<file path="src/rtl/mem_port_arbiter.sv">
// mem_port_arbiter: shares one single-port memory between the instruction-fetch
// port and the data-memory port.
//   clk, rst (async, active-low)
//   if_req/if_addr  -> if_ready pulse, if_rdata (held)
//   dm_rd/dm_wr/dm_addr/dm_wdata -> dm_ready pulse, dm_rdata (held)
//   mem_req/mem_we/mem_addr/mem_wdata -> memory, mem_ack/mem_rdata <- memory
//   busy: FSM is not idle
// Data wins arbitration unless it has already overtaken a waiting fetch
// STREAK_MAX times in a row. Every output is registered.
module mem_port_arbiter #(
  parameter int unsigned ADDR_W     = 32,
  parameter int unsigned DATA_W     = 32,
  parameter int unsigned STREAK_MAX = 4
) (
  input  logic              clk,
  input  logic              rst,
  input  logic              if_req,
  input  logic [ADDR_W-1:0] if_addr,
  output logic              if_ready,
  output logic [DATA_W-1:0] if_rdata,
  input  logic              dm_rd,
  input  logic              dm_wr,
  input  logic [ADDR_W-1:0] dm_addr,
  input  logic [DATA_W-1:0] dm_wdata,
  output logic              dm_ready,
  output logic [DATA_W-1:0] dm_rdata,
  output logic              mem_req,
  output logic              mem_we,
  output logic [ADDR_W-1:0] mem_addr,
  output logic [DATA_W-1:0] mem_wdata,
  input  logic              mem_ack,
  input  logic [DATA_W-1:0] mem_rdata,
  output logic              busy
);

  localparam int unsigned SW = (STREAK_MAX < 1) ? 1 : $clog2(STREAK_MAX + 1);
  localparam logic [SW-1:0] STREAK_LIM = SW'(STREAK_MAX);

  typedef enum logic [1:0] {IDLE, WAIT_I, WAIT_D, DONE} state_e;

  state_e            state_q, state_d;
  logic              mem_req_q, mem_req_d;
  logic              mem_we_q, mem_we_d;
  logic [ADDR_W-1:0] mem_addr_q, mem_addr_d;
  logic [DATA_W-1:0] mem_wdata_q, mem_wdata_d;
  logic              if_ready_q, if_ready_d;
  logic              dm_ready_q, dm_ready_d;
  logic [DATA_W-1:0] if_rdata_q, if_rdata_d;
  logic [DATA_W-1:0] dm_rdata_q, dm_rdata_d;
  logic [SW-1:0]     streak_q, streak_d;
  logic              busy_q, busy_d;
  logic              dm_pend;

  assign dm_pend = dm_rd | dm_wr;

  always_comb begin
    state_d     = state_q;
    mem_req_d   = mem_req_q;
    mem_we_d    = mem_we_q;
    mem_addr_d  = mem_addr_q;
    mem_wdata_d = mem_wdata_q;
    if_ready_d  = 1'b0;
    dm_ready_d  = 1'b0;
    if_rdata_d  = if_rdata_q;
    dm_rdata_d  = dm_rdata_q;
    streak_d    = streak_q;

    case (state_q)
      IDLE: begin
        if (dm_pend && (!if_req || streak_q < STREAK_LIM)) begin
          state_d     = WAIT_D;
          mem_req_d   = 1'b1;
          mem_we_d    = dm_wr;  // rd+wr together behaves as a write
          mem_addr_d  = dm_addr;
          mem_wdata_d = dm_wdata;
          // A data grant with fetch waiting only happens below the limit,
          // so the increment cannot pass STREAK_LIM.
          streak_d    = if_req ? streak_q + SW'(1) : '0;
        end else if (if_req) begin
          state_d    = WAIT_I;
          mem_req_d  = 1'b1;
          mem_we_d   = 1'b0;
          mem_addr_d = if_addr;
          streak_d   = '0;
        end
      end
      WAIT_I: begin
        if (mem_ack) begin
          state_d    = DONE;
          mem_req_d  = 1'b0;
          mem_we_d   = 1'b0;
          if_rdata_d = mem_rdata;
          if_ready_d = 1'b1;
        end
      end
      WAIT_D: begin
        if (mem_ack) begin
          state_d    = DONE;
          mem_req_d  = 1'b0;
          mem_we_d   = 1'b0;
          if (!mem_we_q) begin
            dm_rdata_d = mem_rdata;
          end
          dm_ready_d = 1'b1;
        end
      end
      // One idle-ish cycle so requesters can drop or change their request
      // after seeing ready, before arbitration samples again.
      DONE:    state_d = IDLE;
      default: state_d = IDLE;
    endcase

    busy_d = (state_d != IDLE);
  end

  always_ff @(posedge clk or negedge rst) begin
    if (!rst) begin
      state_q     <= IDLE;
      mem_req_q   <= 1'b0;
      mem_we_q    <= 1'b0;
      mem_addr_q  <= '0;
      mem_wdata_q <= '0;
      if_ready_q  <= 1'b0;
      dm_ready_q  <= 1'b0;
      if_rdata_q  <= '0;
      dm_rdata_q  <= '0;
      streak_q    <= '0;
      busy_q      <= 1'b0;
    end else begin
      state_q     <= state_d;
      mem_req_q   <= mem_req_d;
      mem_we_q    <= mem_we_d;
      mem_addr_q  <= mem_addr_d;
      mem_wdata_q <= mem_wdata_d;
      if_ready_q  <= if_ready_d;
      dm_ready_q  <= dm_ready_d;
      if_rdata_q  <= if_rdata_d;
      dm_rdata_q  <= dm_rdata_d;
      streak_q    <= streak_d;
      busy_q      <= busy_d;
    end
  end

  assign mem_req   = mem_req_q;
  assign mem_we    = mem_we_q;
  assign mem_addr  = mem_addr_q;
  assign mem_wdata = mem_wdata_q;
  assign if_ready  = if_ready_q;
  assign dm_ready  = dm_ready_q;
  assign if_rdata  = if_rdata_q;
  assign dm_rdata  = dm_rdata_q;
  assign busy      = busy_q;

endmodule

</file>
<file path="config.mk">
export PLATFORM = sky130hd
export DESIGN_NAME = mem_port_arbiter
export DESIGN_NICKNAME = d
export VERILOG_FILES = /design/src/rtl/mem_port_arbiter.sv
export SDC_FILE = /design/constraint.sdc
export NUM_CORES = 1
export LEC_CHECK = 0
export BUFFER_PORTS_ARGS = -buffer_cell sky130_fd_sc_hd__clkbuf_2
export CORE_MARGIN = 8
export CORE_UTILIZATION = 47
export DETAILED_ROUTE_END_ITERATION = 10
export PLACE_DENSITY = 0.81
export SLEW_MARGIN = 20
export SYNTH_ARGS = -nofsm -noshare
export SYNTH_HDL_FRONTEND = slang
export SYNTH_SLANG_ARGS = --single-unit
</file>
<file path="constraint.sdc">
create_clock -name clk -period 2 [get_ports clk]
set_input_delay 0.3 -clock clk [delete_from_list [all_inputs] [get_ports clk]]
set_output_delay 0.3 -clock clk [all_outputs]
set_load 0.05 [all_outputs]
</file>
# --- Yosys cells after proc, flatten, opt, wreduce, memory -nomap -nowiden ---
# Cells that the tools add are included.
op_classes:
  n_addsub: 1
  magnitude_cmp: 1
  eq_ne: 5
  mux: 19
  bitwise: 2
  reduce_logical: 13
ops:
  columns: ["cell", "count"]
  rows:
  - ["$mux W32", 2]
  - ["$mux W3", 3]
  - ["$mux W1", 8]
  - ["$mux W2", 3]
  - ["$pmux W2 S3", 1]
  - ["$reduce_and A2 Y1", 3]
  - ["$reduce_and A3 Y1", 2]
  - ["$reduce_bool A2 Y1", 3]
  - ["$eq A2 B2 Y1 const B", 2]
  - ["$pmux W1 S2", 2]
  - ["$add A3 B1 Y3 const B", 1]
  - ["$lt A3 B3 Y1 const B", 1]
  - ["$ne A3 B3 Y1 const B", 1]
  - ["$eq A2 B1 Y1 const B", 1]
  - ["$logic_not A2 Y1", 1]
  - ["$ne A2 B1 Y1 const B", 1]
  - ["$reduce_or A2 Y1", 1]
  - ["$logic_and A1 B1 Y1", 1]
  - ["$logic_not A1 Y1", 1]
  - ["$logic_or A1 B1 Y1", 1]
  - ["$not A1 Y1", 1]
  - ["$or A1 B1 Y1", 1]
word_totals:
  reg_bits: 138
  output_inout_bits: 133
  wordCells: 52

# --- Depth between registers and ports, before layout ---
# Gate-level depths: netlist (run 1).
logic_depth:
  word_depth: 6
  depth_mapped: 7
  depth_no_buf: 5

# --- Worst setup path after synthesis (run 1) ---
# Ideal clock, no wire load.
synth_timing:
  path_kind: "reg-to-reg"
  startpoint: "register state_q[0]"
  endpoint: "register dm_rdata_q[10], in the netlist dm_rdata[10]"
  setup_time_ns: 0.125
  arrival_ns: 1.545
  required_time_ns: 1.875
  setup_slack_ns: 0.331
  stages_incl_launch_ff: 8
  path_buffers: 2
  period_less_slack_ns: 1.669
  path_cell_list: "dfrtp_1 -> inv_1 -> ha_1 -> and2_1 -> nand2b_1 -> clkbuf_1 -> buf_2 -> mux2_2"
synth_via:
  elab_chain_len: 2
synth_lines:
  columns: ["item", "line_no", "rtl"]
  rows:
  - ["from (decl)", "41", "state_e state_q, state_d;"]
  - ["from (signal assigned)", "130", "state_q <= state_d;"]
  - ["$eq A2 B2 Y1", "68", "case (state_q)"]
  - ["$reduce_and A3 Y1 (no source line)", null, null]
  - ["to (signal assigned)", "138", "dm_rdata_q <= dm_rdata_d;"]
  - ["to (decl)", "49", "logic [DATA_W-1:0] dm_rdata_q, dm_rdata_d;"]
# No other way between the ends.
# A chain may end at the register's enable or synchronous reset.

# --- Worst setup path after layout (run 1) ---
layout_timing:
  startpoint: "register state_q[0]"
  endpoint: "register mem_we_q, in the netlist mem_we"
layout_via:
  elab_chain_len: 4
  elab_cells_between_ends: 9
layout_lines:
  columns: ["item", "line_no", "rtl"]
  rows:
  - ["$eq A2 B2 Y1 / $eq A2 B1 Y1 (equally long branches)", "68", null]
  - ["$reduce_or A2 Y1 (no source line)", null, null]
  - ["$ne A2 B1 Y1 (no source line) / $reduce_bool A2 Y1 (equally long branches)", null, null]
  - ["$reduce_and A3 Y1 (no source line)", null, null]
  - ["to (signal assigned)", "132", "mem_we_q <= mem_we_d;"]
  - ["to (decl)", "43", "logic mem_we_q, mem_we_d;"]
# Several ways; a longest one is shown, not always the timed one.

==> results.py, run 1 <==
metrics = {
    "die": {
        "pin_count": 267,
        "core_area_um2": 12000,
        "die_area_um2": 15900,
        "fp.dieH_um": 126,
        "rows": 40,
        "start_util_pct": 47.8,
        "die_w_um": 126,
    },
    "yosys": {
        "ys_top_cells_by_area": "dfrtp_1 60%, mux2_2 13%, mux2_4 7.9%",
        "synth-edff-count": 0,
        "netlist.area_leader.share_pct": 60.4,
        "yosys.cell_count.top_type": "dfrtp_1",
        "synth_fp_nets": 535,
        "synth.avg_cell_area_um2": 14.5,
        "synthCells": 395,
        "syn_area_um2": 5710,
        "ys.flop_type": "dfrtp_1",
        "ys_ff_latch": 138,
        "synth_cell_types": 34,
        "synthTopCellsByCount": "138 x dfrtp_1, 66 x mux2_2, 36 x nand2_1",
        "synth_area_leader_cell": "dfrtp_1",
        "async_flop_share_pct": 100,
        "seq_area_frac_synth_pct": 60.4,
        "synth_warnings": 0,
    },
    "place": {
        "io_buffer_count": 266,
        "hpwlAfterDp_um": 11100,
        "gp_congestion": 0.769,
        "post-place-ws_ns": 0.234,
    },
    "cells_and_area": {
        "syn_to_final_growth_pct": 35.5,
        "multi_input_area_um2": 2120,
        "n_antenna_cell": 0,
        "seqCellArea_um2": 3450,
        "nets": 805,
        "drive_above_1_share_pct": 59.2,
        "fillers": 905,
    },
    "timing": {
        "fin_setup_tns_ns": 0,
        "final_hold_viol_count": 0,
        "rsz0062_at_grt": "false",
        "tightest_slew_ns": 0.555,
        "slew_headroom_pct": 62.5,
        "finalSetupViolations": 0,
        "slew_viol_final": 0,
        "skew_ns": 0.00649,
        "fmax_mhz": 561,
        "setup_slack_ns": 0.217,
        "final.min_clock_period_ns": 1.78,
        "fin_crit_sh_pct": 89.2,
    },
    "cts": {
        "htree_num_levels": 4,
        "clk_pin_slew_ns": 0.06,
        "clockBufferDepth": 2,
        "ctsHoldBuffers": 1,
        "cts.sinks": 138,
        "clk_latency_ns": 0.41,
        "cts_repair_resize_count": 0,
        "cts_buffers": 17,
        "post_cts_buffers": 0,
        "cts_root_buf": "clkbuf_16",
        "cts_tree": "built",
    },
    "detailed_routing": {
        "wire_per_inst_um": 17.3,
        "vias": 4127,
        "ant_nets": 0,
        "drt-initial-drc-count": 179,
        "vias_per_cell": 5.01,
        "routed_wl_um": 14200,
        "dr.pass1.iters": 4,
        "drc": 0,
    },
    "critical_path": {
        "path_class": "reg -> reg",
        "end_kind": "flip-flop",
        "crit_buf_inv": 1,
        "worstSetupStartpointType": "flip-flop",
        "crit_family": "simple AND/OR/NAND/NOR gates",
        "crit_required_ns": 2.28,
        "cp_data_arrival_time_ns": 2.06,
        "max_stage_delay_ns": 0.51,
        "crit_chain": "inv_1 -> ha_1 -> nor4b_1 -> or2_2 -> o31ai_1",
        "cp_slowest_cell": "nor4b_1",
        "crit_fanout": 5,
    },
    "global_routing": {
        "antenna_found_initial": 0,
        "grt_first_pass_wirelength_um": 23200,
        "grt_pass1_vias": 4585,
        "grt_overflow": 0,
        "grtUsageTotal_pct": 18.3,
        "grt_max_degree": 87,
    },
    "job": {
        "maxCapViolations": 0,
    },
    "hold_path": {
        "hold_path.class": "in -> reg",
    },
    "outcome": {
        "status": "completed",
    },
}
kinds of logic (layout without fill, tap and decap cells):
logic type / Yosys count / after routing / share of synthesized area (%)
mux: 130 / 130 / 26.9
compound gates: 48 / 48 / 5.32
buf+inv: 26 / 308 / 2.56
fa+ha+maj: 6 / 6 / 1.31
simple gates: 47 / 47 / 3.50
flops: 138 / 138 / 60.4
routing by layer:
layer,up-vias,routed length [µm],global-route usage (%)
met2,163,7340,31.8
met3,18,1010,7.17
met1,2016,5610,19.8
met5,-,0,0
met4,0,261,6.51
li1,1930,-,-
cell usage in the layout (no fill, tap or decap), drive strengths merged, types with 2 or more instances in the layout:
cell type  instances
a31oi              2
buf                8
clkbuf           286
clkinv             8
clkinvlp           2
dfrtp            138
ha                 6
inv                3
mux2              97
mux2i             33
nand2             37
nand2b             2
nor2               2
o21ai             35
o31ai              3
final cells by class:
type                    instances  area share, %
multi-input cells             231           27.4
repair buffers                274           19.1
flip-flops and latches        138           44.6
clock inverters                10          0.711
well taps                     147           2.38
inverters                       3          0.145
clock buffers                  21           5.69
state kept, by name, indices dropped and copies added (netlist names):
register	count
dm_ready	1
state_q	2
busy	1
mem_req	1
if_ready	1
if_rdata	32
mem_wdata	32
mem_we	1
streak_q	3
dm_rdata	32
mem_addr	32
stage by stage:
step / hold slack, ns / cell area [µm²] / instances / util (%)
2_1_floorplan: 0.00441 / 5710 / 395 / -
3_3_place_gp: 0.292 / 7240 / 792 / 60.5
3_5_place_dp: 0.295 / 7240 / 792 / 60.5
4_1_cts: 0.104 / 7740 / 824 / 64.7
5_1_grt: 0.103 / 7740 / 824 / 64.7
6_report: 0.122 / 7740 / 824 / 64.7
path summary, 6_finish.rpt:
| check | start | to | slack (ns) | depth (start not counted) |
|---|---|---|---|---|
| min in group asynchronous | rst | if_rdata[2] | 0.44 | 3 |
| worst min register to register | mem_addr[28] | mem_addr[28] | 0.48 | 2 |
| max in group asynchronous | rst | dm_rdata[22] | 1.13 | 3 |
| worst max register to register | state_q[0] | mem_we | 0.22 | 5 |
| worst max-delay path | state_q[0] | mem_we | 0.22 | 5 |
| worst min-delay path | dm_wdata[23] | mem_wdata[23] | 0.12 | 2 |
Power of run 1 is not shown: default switching activity piles up to over one toggle a cycle in this logic, so the estimate is an artifact.
==> run 2, diff against run 1 <==
--- a/config.mk
+++ b/config.mk
@@ -9,7 +9,7 @@
 export CORE_MARGIN = 8
 export CORE_UTILIZATION = 47
 export DETAILED_ROUTE_END_ITERATION = 10
-export PLACE_DENSITY = 0.81
+export PLACE_DENSITY_LB_ADDON = 0.12
 export SLEW_MARGIN = 20
 export SYNTH_ARGS = -nofsm -noshare
 export SYNTH_HDL_FRONTEND = slang
==> run 2 against run 1 <==
  * Count of clock-buffer cells in the layout is 4 higher
  * Non-clock buffer count is 6 higher
  * Highest routed layer unchanged
  * Flip-flop and latch count stayed put
  * Global-route usage is 0.99 points higher
  * Fmax hardly changed
  * Critical path depth stayed put
  * Worst hold slack worse by 0.013 ns
  * Clock skew is 0.00060 ns higher
  * Core utilization is 1.5 points higher
  * Via count is 1.1% lower
==> results.py, run 2 (same netlist as run 1, synthesis figures left out) <==
metrics = {
    "outcome": {
        "status": "completed",
    },
    "place": {
        "gp_congestion": 0.744,
        "io_buffer_count": 266,
        "hpwlAfterDp_um": 11500,
        "place_area_um2": 7270,
        "post-place-ws_ns": 0.213,
    },
    "cells_and_area": {
        "drive_above_1_share_pct": 59.9,
        "final_cell_mix": "265 x clkbuf_2, 138 x dfrtp_1, 66 x mux2_2",
        "fin_area_um2": 7930,
        "fillers": 927,
        "syn_to_final_growth_pct": 38.7,
        "nets": 811,
        "n_antenna_cell": 0,
        "final_common_cell": "clkbuf_2",
        "fin_util_pct": 66.3,
    },
    "detailed_routing": {
        "drc": 0,
        "vias": 4081,
        "vias_per_cell": 4.91,
        "drt-initial-drc-count": 201,
        "wire_per_inst_um": 17.8,
        "routed_wl_um": 14800,
        "dr.pass1.iters": 4,
        "ant_nets": 0,
    },
    "timing": {
        "tightest_slew_ns": 0.578,
        "skew_ns": 0.00710,
        "slew_headroom_pct": 61.4,
        "final.min_clock_period_ns": 1.78,
        "finalSetupViolations": 0,
        "fmax_mhz": 561,
        "slew_viol_final": 0,
        "final_hold_viol_count": 0,
        "fin_crit_sh_pct": 89.2,
        "fin_setup_tns_ns": 0,
        "setup_slack_ns": 0.216,
        "rsz0062_at_grt": "false",
    },
    "critical_path": {
        "crit_fanout": 14,
        "cp_data_arrival_time_ns": 2.08,
        "crit_chain": "inv_1 -> ha_1 -> nand2_2 -> buf_12 -> mux2_4",
        "path_class": "reg -> reg",
        "max_stage_delay_ns": 0.39,
        "worstSetupStartpointType": "flip-flop",
        "end_kind": "flip-flop",
        "startpoint": "state_q[0]",
        "cp_slowest_cell": "dfrtp_1",
        "r2r-start": "state_q[0]",
        "crit_buf_inv": 2,
        "crit_family": "buffers and inverters",
        "crit_required_ns": 2.30,
    },
    "die": {
        "die_area_um2": 15900,
        "core_area_um2": 12000,
        "die_w_um": 126,
        "start_util_pct": 47.8,
        "fp.dieH_um": 126,
        "pin_count": 267,
        "rows": 40,
    },
    "cts": {
        "cts_root_buf": "clkbuf_16",
        "clk_latency_ns": 0.42,
        "post_cts_buffers": 0,
        "clk_pin_slew_ns": 0.06,
        "cts.sinks": 138,
        "htree_num_levels": 4,
        "clockBufferDepth": 2,
        "cts_buffers": 17,
        "cts_tree": "built",
    },
    "global_routing": {
        "grt_max_degree": 55,
        "antenna_found_initial": 0,
        "grt_overflow": 0,
        "grt_pass1_vias": 4585,
        "grt_first_pass_wirelength_um": 24000,
        "grtUsageTotal_pct": 19.3,
    },
    "job": {
        "maxCapViolations": 0,
    },
    "hold_path": {
        "hold_path.class": "in -> reg",
        "worstHoldStart": "dm_wdata[2]",
    },
}
[run 2: cell types whose count changed in the layout (fill, tap and decap cells not counted)]
cell,before,now
buf_12,6,5
clkbuf_8,0,5
clkinvlp_4,2,0
clkinv_2,8,3
nor4b_1,1,0
clkbuf_1,4,3
bufinv_16,0,4
buf_4,1,8
nor4b_2,0,1
[run 2: path summary, 6_finish.rpt]
| check | end | slack [ns] | depth (start not counted) |
|---|---|---|---|
| max | mem_wdata[9] | 0.22 | 5 |
| max in group asynchronous | mem_addr[31] | 0.94 | 3 |
| min in group asynchronous | if_rdata[13] | 0.39 | 2 |
| max reg2reg | mem_wdata[9] | 0.22 | 5 |
| min | mem_wdata[2] | 0.11 | 2 |
| min reg2reg | mem_addr[2] | 0.48 | 2 |
[run 2: metrics by stage]
stage | instances | hold slack, ns
2_1_floorplan | 395 | 0.00441
3_3_place_gp | 798 | 0.276
3_5_place_dp | 798 | 0.287
4_1_cts | 831 | 0.0917
5_1_grt | 831 | 0.0922
6_report | 831 | 0.110
[run 2: timing repair]
item / in CTS / in global routing
gates resized for setup: 0 / 1
endpoints found under the setup margin: 0 / 2
hold buffers: 1 / 0
hold endpoints to repair: 47 / 0
[run 2: area by class of cell]
cell class              count  area, µm²  area share (%)
clock buffers              25        505            6.38
clock inverters             7        135            1.70
inverters                   3       11.3           0.142
multi-input cells         231       2130            26.9
flip-flops and latches    138       3450            43.6
well taps                 147        184            2.32
repair buffers            280       1510            19.0
[run 2: layer usage]
metal	GRT usage, %	wire length (µm)	up-vias
met5	0	0	-
met4	7.78	324	0
met3	8.69	1360	19
met2	31.4	7190	181
met1	21.6	5940	1944
li1	-	-	1937
[run 2: worst reg2reg max path, stage by stage (launching register included)]
cell	delay, ns
dfrtp_1	0.39
inv_1	0.16
ha_1	0.31
nand2_2	0.26
buf_12	0.25
mux2_4	0.31
Power of run 2 is left out for the same reason.
==> run 3, diff against run 2 <==
--- a/config.mk
+++ b/config.mk
@@ -7,7 +7,7 @@
 export LEC_CHECK = 0
 export BUFFER_PORTS_ARGS = -buffer_cell sky130_fd_sc_hd__clkbuf_2
 export CORE_MARGIN = 8
-export CORE_UTILIZATION = 47
+export CORE_UTILIZATION = 50
 export DETAILED_ROUTE_END_ITERATION = 10
 export PLACE_DENSITY_LB_ADDON = 0.12
 export SLEW_MARGIN = 20
==> constraint.sdc (replaced) <==
create_clock -name clk -period 2.2 [get_ports clk]
set_input_delay 0.33 -clock clk [delete_from_list [all_inputs] [get_ports clk]]
set_output_delay 0.33 -clock clk [all_outputs]
set_load 0.05 [all_outputs]
==> run 3 against run 2 <==
  * Global-route usage grew 0.40 points
  * Final cell count shrank 0.96%
  * Worst hold slack gained 0.044 ns
  * Worst setup slack gained 0.14 ns
==> results.py, run 3 (same netlist as run 1, synthesis figures left out) <==
metrics = {
    "detailed_routing": {
        "drc": 0,
        "vias_per_cell": 4.93,
        "drt-initial-drc-count": 219,
        "routed_wl_um": 14800,
        "vias": 4056,
        "dr.pass1.iters": 4,
        "wire_per_inst_um": 18.0,
        "ant_nets": 0,
    },
    "global_routing": {
        "grt_overflow": 0,
        "grtUsageTotal_pct": 19.7,
        "antenna_found_initial": 0,
        "grt_max_degree": 56,
        "grt_first_pass_wirelength_um": 23000,
        "grt_pass1_vias": 4553,
    },
    "critical_path": {
        "end_kind": "flip-flop",
        "path_class": "reg -> reg",
        "crit_required_ns": 2.47,
        "crit_chain": "inv_1 -> ha_1 -> nor4b_1 -> or2_2 -> o31ai_1",
        "cp_slowest_cell": "nor4b_1",
        "cp_data_arrival_time_ns": 2.12,
        "worstSetupStartpointType": "flip-flop",
        "crit_fanout": 5,
        "max_stage_delay_ns": 0.53,
    },
    "cts": {
        "clockBufferDepth": 2,
        "cts.sinks": 138,
        "clk_latency_ns": 0.40,
        "cts_repair_resize_count": 0,
        "htree_num_levels": 4,
        "cts_buffers": 17,
        "cts_tree": "built",
        "clk_pin_slew_ns": 0.06,
        "cts_root_buf": "clkbuf_16",
    },
    "cells_and_area": {
        "final_cell_mix": "265 x clkbuf_2, 138 x dfrtp_1, 66 x mux2_2",
        "n_antenna_cell": 0,
        "drive_above_1_share_pct": 59.9,
        "syn_to_final_growth_pct": 37.9,
        "final_common_cell": "clkbuf_2",
        "nets": 808,
        "fin_area_um2": 7880,
    },
    "die": {
        "rows": 39,
        "die_area_um2": 15100,
        "fp.dieH_um": 123,
        "die_w_um": 123,
        "core_area_um2": 11300,
        "start_util_pct": 50.7,
        "pin_count": 267,
    },
    "timing": {
        "fin_crit_sh_pct": 83.7,
        "rsz0062_at_grt": "false",
        "skew_ns": 0.00553,
        "setup_slack_ns": 0.358,
        "final_hold_viol_count": 0,
        "finalSetupViolations": 0,
        "tightest_slew_ns": 0.964,
        "final.min_clock_period_ns": 1.84,
        "slew_viol_final": 0,
        "fmax_mhz": 543,
        "fin_setup_tns_ns": 0,
        "slew_headroom_pct": 35.7,
    },
    "place": {
        "io_buffer_count": 266,
        "gp_congestion": 0.756,
        "post-place-ws_ns": 0.274,
        "place_area_um2": 7240,
        "hpwlAfterDp_um": 11400,
    },
    "hold_path": {
        "hold_path.class": "in -> reg",
    },
    "outcome": {
        "status": "completed",
    },
    "job": {
        "maxCapViolations": 0,
    },
}
-- run 3: cell count changes in the layout (fill, tap and decap cells not counted) --
cell        before  now
clkbuf_1         3    1
nor4b_2          1    0
clkinvlp_4       0    3
buf_4            8    5
clkbuf_8         5    2
clkinv_2         3    2
clkinv_4         0    2
nor4b_1          0    1
-- run 3: through the flow --
stage          hold WS (ns)  util (%)  instances
2_1_floorplan        0.0344         -        395
3_3_place_gp          0.239      64.2        791
3_5_place_dp          0.241      64.2        791
4_1_cts               0.133      69.9        823
5_1_grt               0.136      69.9        823
6_report              0.153      69.9        823
-- run 3: routing by layer --
metal  share of wire (%)  GRT usage [%]  vias to the layer above
met2                  50           33.3                      166
met4                 2.3           8.00                        0
li1                    -              -                     1929
met3                 9.1           6.94                       23
met1                  38           22.4                     1938
met5                   0              0                        -
-- run 3: final timing paths --
path                              startpoint       endpoint  slack, ns  cells after the start
worst min-delay path            dm_wdata[11]  mem_wdata[11]       0.15                      2
worst min register to register   mem_addr[1]    mem_addr[1]       0.48                      2
max in group asynchronous                rst   mem_addr[25]       1.21                      3
worst max register to register    state_q[0]         mem_we       0.36                      5
min in group asynchronous                rst   dm_rdata[12]       0.38                      2
worst max-delay path              state_q[0]         mem_we       0.36                      5
-- run 3: cell type report --
type	instances	area, µm²
flip-flops and latches	138	3450
fillers	819	3390
multi-input cells	231	2120
repair buffers	277	1490
clock buffers	20	457
well taps	143	179
clock inverters	11	170
inverters	3	11.3
-- run 3: what timing repair did --
action / CTS / global route
hold buffers: 1 / 0
endpoints found under the hold margin: 34 / 0
buffers inserted: 0 / 0
-- run 3: critical path: cells and delay by family, from the launching register on --
kind	cells	cell delay, ns
AOI/OAI and AO/OA	1	0.07
adders and majority gates	1	0.33
and+or+nand+nor	2	0.76
DFF	1	0.40
buffers and inverters	1	0.15
Power of run 3 is left out for the same reason.
